**config.mk**
```make
export PLATFORM = sky130hd
export DESIGN_NAME = adder_tree_sched
export DESIGN_NICKNAME = d
export VERILOG_FILES = /design/src/rtl/adder_tree_pkg.sv /design/src/rtl/rr_arbiter.sv /design/src/rtl/adder_tree_sched.sv
export SDC_FILE = /design/constraint.sdc
export NUM_CORES = 1
export LEC_CHECK = 0
export ABC_AREA = 1
export BUFFER_PORTS_ARGS = -buffer_cell sky130_fd_sc_hd__buf_2
export CAP_MARGIN = 0
export CORE_AREA = 3 3 533 535
export CTS_CLUSTER_DIAMETER = 150
export DETAILED_ROUTE_END_ITERATION = 7
export DIE_AREA = 0 0 536 538
export PLACE_DENSITY = 0.33
export SYNTH_ARGS = -nofsm -noshare
export SYNTH_HDL_FRONTEND = slang
export SYNTH_SLANG_ARGS = --single-unit
```
**constraint.sdc**
```tcl
create_clock -name clk -period 2.6 [get_ports clk]
set_input_delay 0.78 -clock clk [delete_from_list [all_inputs] [get_ports clk]]
set_output_delay 0.78 -clock clk [all_outputs]
set_load 0.02 [all_outputs]
```
**src/rtl/adder_tree_pkg.sv**
```systemverilog
// Shared types and constants for the adder-tree scheduler.
package adder_tree_pkg;

    localparam int unsigned WORD_W = 32;
    localparam int unsigned NI_DEF = 8;

    typedef enum logic [1:0] {
        ST_IDLE  = 2'd0,
        ST_WAIT  = 2'd1,
        ST_DRAIN = 2'd2
    } sched_state_t;

    // Counter/index width that holds values 0..limit-1, never narrower than 1 bit.
    function automatic int unsigned clog2(input int unsigned limit);
        return (limit < 2) ? 32'd1 : 32'($clog2(limit));
    endfunction

endpackage

```
**src/rtl/rr_arbiter.sv**
```systemverilog
// Combinational round-robin pick: first set request at or after rr_ptr_i, wrapping.
module rr_arbiter #(
    parameter int unsigned NR    = 4,
    parameter int unsigned IDX_W = 2
) (
    input  logic [NR-1:0]    req_i,
    input  logic [IDX_W-1:0] rr_ptr_i,
    output logic [NR-1:0]    grant_o,
    output logic [IDX_W-1:0] idx_o,
    output logic             valid_o
);

    localparam int unsigned CW = IDX_W + 1;

    logic [CW-1:0] cand;

    always_comb begin
        grant_o = '0;
        idx_o   = '0;
        valid_o = 1'b0;
        cand    = '0;
        for (int unsigned k = 0; k < NR; k++) begin
            // One extra bit so non-power-of-two NR wraps correctly.
            cand = {1'b0, rr_ptr_i} + CW'(k);
            if (cand >= CW'(NR)) begin
                cand = cand - CW'(NR);
            end
            for (int unsigned i = 0; i < NR; i++) begin
                if (!valid_o && req_i[i] && (cand == CW'(i))) begin
                    valid_o    = 1'b1;
                    idx_o      = IDX_W'(i);
                    grant_o[i] = 1'b1;
                end
            end
        end
    end

endmodule

```
**src/rtl/adder_tree_sched.sv**
```systemverilog
// Round-robin scheduler sharing one floating-point adder tree among NR requesters,
// with a watchdog that aborts a transaction if the tree never finishes or never releases.
module adder_tree_sched
    import adder_tree_pkg::*;
#(
    parameter int unsigned NR      = 4,
    parameter int unsigned NI      = NI_DEF,
    parameter int unsigned TIMEOUT = 64
) (
    input  logic                     clk,
    input  logic                     rst_n,
    input  logic [NR-1:0]            req,
    input  logic [NR*NI*WORD_W-1:0]  req_data,
    output logic [NR-1:0]            grant,
    output logic [NR-1:0]            done,
    output logic [WORD_W-1:0]        result,
    output logic                     busy,
    output logic                     timeout_err,
    output logic                     tree_start,
    output logic [NI*WORD_W-1:0]     tree_inputs,
    input  logic [WORD_W-1:0]        tree_sum,
    input  logic                     tree_finish
);

    localparam int unsigned VEC_W = NI * WORD_W;
    localparam int unsigned IDX_W = clog2(NR);
    localparam int unsigned CNT_W = clog2(TIMEOUT);
    localparam logic [CNT_W-1:0] CNT_LAST = CNT_W'(TIMEOUT - 1);

    sched_state_t       state_q,  state_d;
    logic [IDX_W-1:0]   rr_ptr_q, rr_ptr_d;
    logic [IDX_W-1:0]   owner_q,  owner_d;
    logic [CNT_W-1:0]   cnt_q,    cnt_d;
    logic [NR-1:0]      grant_q,  grant_d;
    logic [NR-1:0]      done_q,   done_d;
    logic [WORD_W-1:0]  result_q, result_d;
    logic               busy_q,   busy_d;
    logic               terr_q,   terr_d;
    logic               start_q,  start_d;
    logic [VEC_W-1:0]   inputs_q, inputs_d;

    logic [NR-1:0]      arb_grant;
    logic [IDX_W-1:0]   arb_idx;
    logic               arb_valid;
    logic [VEC_W-1:0]   sel_vec;

    rr_arbiter #(
        .NR    (NR),
        .IDX_W (IDX_W)
    ) u_arb (
        .req_i    (req),
        .rr_ptr_i (rr_ptr_q),
        .grant_o  (arb_grant),
        .idx_o    (arb_idx),
        .valid_o  (arb_valid)
    );

    // Operand slice of the requester the arbiter is currently picking.
    always_comb begin
        sel_vec = '0;
        for (int unsigned i = 0; i < NR; i++) begin
            if (arb_grant[i]) begin
                sel_vec = req_data[i*VEC_W +: VEC_W];
            end
        end
    end

    always_comb begin
        state_d  = state_q;
        rr_ptr_d = rr_ptr_q;
        owner_d  = owner_q;
        cnt_d    = cnt_q;
        grant_d  = '0;
        done_d   = '0;
        result_d = result_q;
        terr_d   = terr_q;
        start_d  = start_q;
        inputs_d = inputs_q;

        unique case (state_q)
            ST_IDLE: begin
                if (arb_valid) begin
                    inputs_d = sel_vec;
                    owner_d  = arb_idx;
                    grant_d  = arb_grant;
                    start_d  = 1'b1;
                    cnt_d    = '0;
                    rr_ptr_d = (arb_idx == IDX_W'(NR - 1)) ? '0 : arb_idx + IDX_W'(1);
                    state_d  = ST_WAIT;
                end
            end
            ST_WAIT: begin
                if (tree_finish) begin
                    result_d = tree_sum;
                    done_d   = NR'(1) << owner_q;
                    start_d  = 1'b0;
                    cnt_d    = '0;
                    state_d  = ST_DRAIN;
                end else if (cnt_q == CNT_LAST) begin
                    terr_d  = 1'b1;
                    start_d = 1'b0;
                    state_d = ST_IDLE;
                end else begin
                    cnt_d = cnt_q + CNT_W'(1);
                end
            end
            ST_DRAIN: begin
                // Tree must drop finish before the next start, or it would look stale.
                if (!tree_finish) begin
                    state_d = ST_IDLE;
                end else if (cnt_q == CNT_LAST) begin
                    terr_d  = 1'b1;
                    state_d = ST_IDLE;
                end else begin
                    cnt_d = cnt_q + CNT_W'(1);
                end
            end
            default: begin
                start_d = 1'b0;
                state_d = ST_IDLE;
            end
        endcase

        busy_d = (state_d != ST_IDLE);
    end

    always_ff @(posedge clk or negedge rst_n) begin
        if (!rst_n) begin
            state_q  <= ST_IDLE;
            rr_ptr_q <= '0;
            owner_q  <= '0;
            cnt_q    <= '0;
            grant_q  <= '0;
            done_q   <= '0;
            result_q <= '0;
            busy_q   <= 1'b0;
            terr_q   <= 1'b0;
            start_q  <= 1'b0;
            inputs_q <= '0;
        end else begin
            state_q  <= state_d;
            rr_ptr_q <= rr_ptr_d;
            owner_q  <= owner_d;
            cnt_q    <= cnt_d;
            grant_q  <= grant_d;
            done_q   <= done_d;
            result_q <= result_d;
            busy_q   <= busy_d;
            terr_q   <= terr_d;
            start_q  <= start_d;
            inputs_q <= inputs_d;
        end
    end

    assign grant       = grant_q;
    assign done        = done_q;
    assign result      = result_q;
    assign busy        = busy_q;
    assign timeout_err = terr_q;
    assign tree_start  = start_q;
    assign tree_inputs = inputs_q;

endmodule

```
==> impl_metrics.csv <==
group,metric,value,unit
status,outcome,"complete, but fails checks",
status,violations,"negative setup slack",
detailed_routing,drcViolationCount,0,
yosys,synth_warnings,0,
power_and_ir_drop,switching_power,32.0,mW
floorplan,rows,194,
power_and_ir_drop,sequential_share_of_power,15.1,%
sta,setup_violations,260,
yosys,synth_compound_area_share,0.736,%
sta,number_of_max_slew_violations_in_the_final_report,0,
power_and_ir_drop,switching_share,54.7,%
yosys,synthTopCellsByCount,"nand2_1 (1573), nand3_1 (724), inv_1 (548), dfrtp_1 (311), buf_2 (164)",
yosys,ys_seq_area_share,35.2,%
clock_tree,cts_root_buffer,"clkbuf_16",
power_and_ir_drop,cellInternalPower,26.5,mW
yosys,yosys.area.top_type_share,35.2,%
yosys,postSynthRegisterBits,311,
critical_path,cp-end-kind,"flip-flop",
yosys,synthTopCellsByArea,"dfrtp_1 (35%), nand2_1 (27%), nand3_1 (16%), inv_1 (9.3%), buf_2 (3.7%)",
yosys,post_synth_xor_area_fraction,0.0792,%
clock_tree,cts_made_buffers,49,
sta,finClkSkew,0.0369,ns
clock_tree,clock_tree.buffer_depth,3,
yosys,post_synth_fa_ha_maj_area_fraction,0.283,%
grt,initial_antenna_violation_count,154,
floorplan,core_box_area,279000,um^2
job,cap_violations,0,
critical_path,path_max_fanout,7,
detailed_routing,viasPerCell,3.41,
yosys,async_flop_share,100,%
power_and_ir_drop,p_leak,21.3,nW
power_and_ir_drop,power-per-cell-area,1480,nW/um^2
clock_tree,cts-htree-levels,2,
grt,grt_pass1_wl,286,mm
sta,final.hold.worst_slack,0.356,ns
yosys,synth_simple_gate_area_share,47.1,%
critical_path,worst_ep_required_time,3.16,ns
sta,rsz_0062_raised_after_global_routing,"yes",
floorplan,die_h,538,um
sta,period_minus_slack,2.92,ns
sta,timing.slew.headroom,63.5,%
detailed_routing,route.vias.total,30311,
detailed_routing,routed_wire_length_per_instance,26.1,um
yosys,post_synth_inst_count,3562,
detailed_routing,antenna_left,0,
critical_path,start_kind,"flip-flop",
power_and_ir_drop,max-vdd-ir-drop,0.756,mV
yosys,synth.most_common_cell,"nand2_1",
yosys,synth.area.mux_share,1.63,%
clock_tree,clock_insertion_delay_worst_skew,0.68,ns
grt,grt-ovfl-total,0,
yosys,synth_cell_types,35,
floorplan,fp.dieArea,288000,um^2
grt,grt_start_max_net_pins,60,
sta,finalWorstSetupSlack,-0.316,ns
placed_design,place_congestion,0.953,
yosys,primary_flip_flop_cell_chosen_by_synthesis_mapping,"dfrtp_1",
yosys,synth-edff-count,0,
floorplan,die-width,536,um
detailed_routing,drtPass1Iterations,5,
placed_design,io_buffers,1361,
sta,achievable-frequency,343,MHz
finish,layout.filler_cells,32905,
placed_design,placed_cells,8684,
placed_design,dpl.hpwl,188,mm
critical_path,worstSetupPathType,"reg2reg",
yosys,postSynthNetCount,4630,
clock_tree,cts.sink_count,311,
yosys,synth_top_family_by_area,"simple AND/OR/NAND/NOR gates",
finish,final_net_count,6160,
sta,timing.final.crit_share,112,%
power_and_ir_drop,power_frac_clock,12.4,%
floorplan,initial_core_utilization,7.91,%
sta,fin_hold_viols,0,
sta,max_slew.worst_pin.slew,0.548,ns
detailed_routing,drt-total-wl,231,mm
clock_tree,tritoncts,"yes",
power_and_ir_drop,comb_power_share,72.5,%
critical_path,critical_path_arrival,3.48,ns
detailed_routing,drt_iter0_drc,1560,
clock_tree,clkSlewWorstSetupHoldPaths,0.06,ns
grt,grt_usage,14.6,%
grt,grt_pass1_vias,30863,
yosys,synth.cell_area,22100,um^2
finish,syn2layout_area_growth,78.5,%
yosys,synth.largest_area_cell,"dfrtp_1",
yosys,synthesis.area_per_instance,6.21,um^2
finish,instances_no_fill,8883,
finish,ratio_of_cells_with_drive_above_1_in_the_final_layout,39.7,%
floorplan,num_io_pins,1362,
min_path,worst_hold_path_type,"in2reg",
==> cell usage in the layout (no fill, tap or decap), types with 8 or more instances in the layout <==
cell type and n:
o21ai_0 12, a21oi_1 8, dfrtp_1 309, clkbuf_1 14, clkbuf_8 11, nand3_2 151, buf_2 1360, buf_16 34
inv_1 540, buf_8 12, nor2_1 19, buf_4 185, mux2_2 32, diode_2 29, clkbuf_16 68, nand3_4 12
nand2_1 1544, nand2_2 25, buf_6 43, buf_12 52, nand3_1 621
==> logic make-up after synthesis <==
| logic type | Yosys count |
|---|---|
| adder cells (fa/ha/maj) | 5 |
| multiplexers | 32 |
| AO/OA/AOI/OAI | 28 |
| flip-flops | 311 |
| buffers and inverters | 778 |
| XOR/XNOR | 2 |
| AND/OR/NAND/NOR | 2406 |
==> worst paths after layout <==
check,startpoint,end,slack [ns],depth (start not counted)
hold / removal,tree_sum[3],result[3],0.36,2
setup reg to reg,rr_ptr_q[1],tree_inputs[194],-0.32,18
min in group asynchronous,rst_n,tree_inputs[240],0.66,3
setup / recovery,rr_ptr_q[1],tree_inputs[194],-0.32,18
hold reg to reg,owner_q[1],done[1],0.48,1
max in group asynchronous,rst_n,tree_inputs[167],1.15,4
==> worst max-delay path, stage by stage (launching register included) <==
cell,delay [ns]
dfrtp_2,0.46
nor2_2,0.08
nand2_2,0.08
nand4_1,0.13
nor2_2,0.13
nand4_1,0.12
nor2_2,0.17
nand4_2,0.16
nor2_4,0.20
buf_6,0.13
nand4_4,0.10
nand2_8,0.15
nor2_4,0.07
buf_8,0.15
buf_16,0.16
buf_16,0.18
buf_6,0.13
nand3_2,0.08
nand2_1,0.06
==> flip-flops by register name (all words and copies together), names as in the netlist, 2 cells and up <==
| name | cells |
|---|---|
| state_q | 2 |
| tree_inputs | 256 |
| cnt_q | 6 |
| done | 4 |
| rr_ptr_q | 2 |
| owner_q | 2 |
| grant | 4 |
| result | 32 |
==> layout make-up <==
cell class,count,area [um^2],area share [%]
multi-input combinational,2473,11800,29.9
timing repair buffer,1708,11400,28.9
sequential,311,7780,19.7
tap,3724,4660,11.8
inverter,549,2080,5.26
clock buffer,74,1430,3.62
clock inverter,15,254,0.644
antenna,29,72.6,0.184
==> routing by layer <==
layer  GRT usage, %  vias to the layer above  share of wire [%]
met1           18.4                    14450                 42
met5              0                        -               0.30
met3           4.71                      387                8.9
li1               -                    14019                  -
met2           24.3                     1347                 46
met4           3.19                      108                2.8
==> timing repair <==
| item | in CTS | in global routing |
|---|---|---|
| hold endpoints to repair | 5 | 0 |
| gates resized for setup | 147 | 147 |
| setup buffers | 30 | 17 |
| pin swaps | 20 | 26 |
| hold buffers | 1 | 0 |
| setup endpoints to repair | 260 | 261 |
| gates cloned | 16 | 20 |
==> power groups by stage <==
stage	combinational (mW)	sequential [mW]	clock, mW
2_1_floorplan	15.4	10.9	0
3_3_place_gp	36.1	8.93	0
3_5_place_dp	35.9	8.90	0
4_1_cts	40.1	8.89	7.65
5_1_grt	46.1	9.10	7.76
6_report	42.4	8.85	7.25
==> metrics by stage <==
stage	instance area, um^2	util [%]	setup WS (ns)	TNS [ns]	power (mW)
after global placement	35100	12.6	-0.858	-167.74	45.0
after CTS	38200	13.7	-0.294	-49.11	56.7
final	39500	14.1	-0.316	-49.26	58.5
after detailed placement	35100	12.6	-0.839	-157.86	44.8
after floorplan	22100	-	0.0949	0	26.4
after global routing	39400	14.1	-0.419	-88.51	63.0
Power figures use the tool's default switching activity.
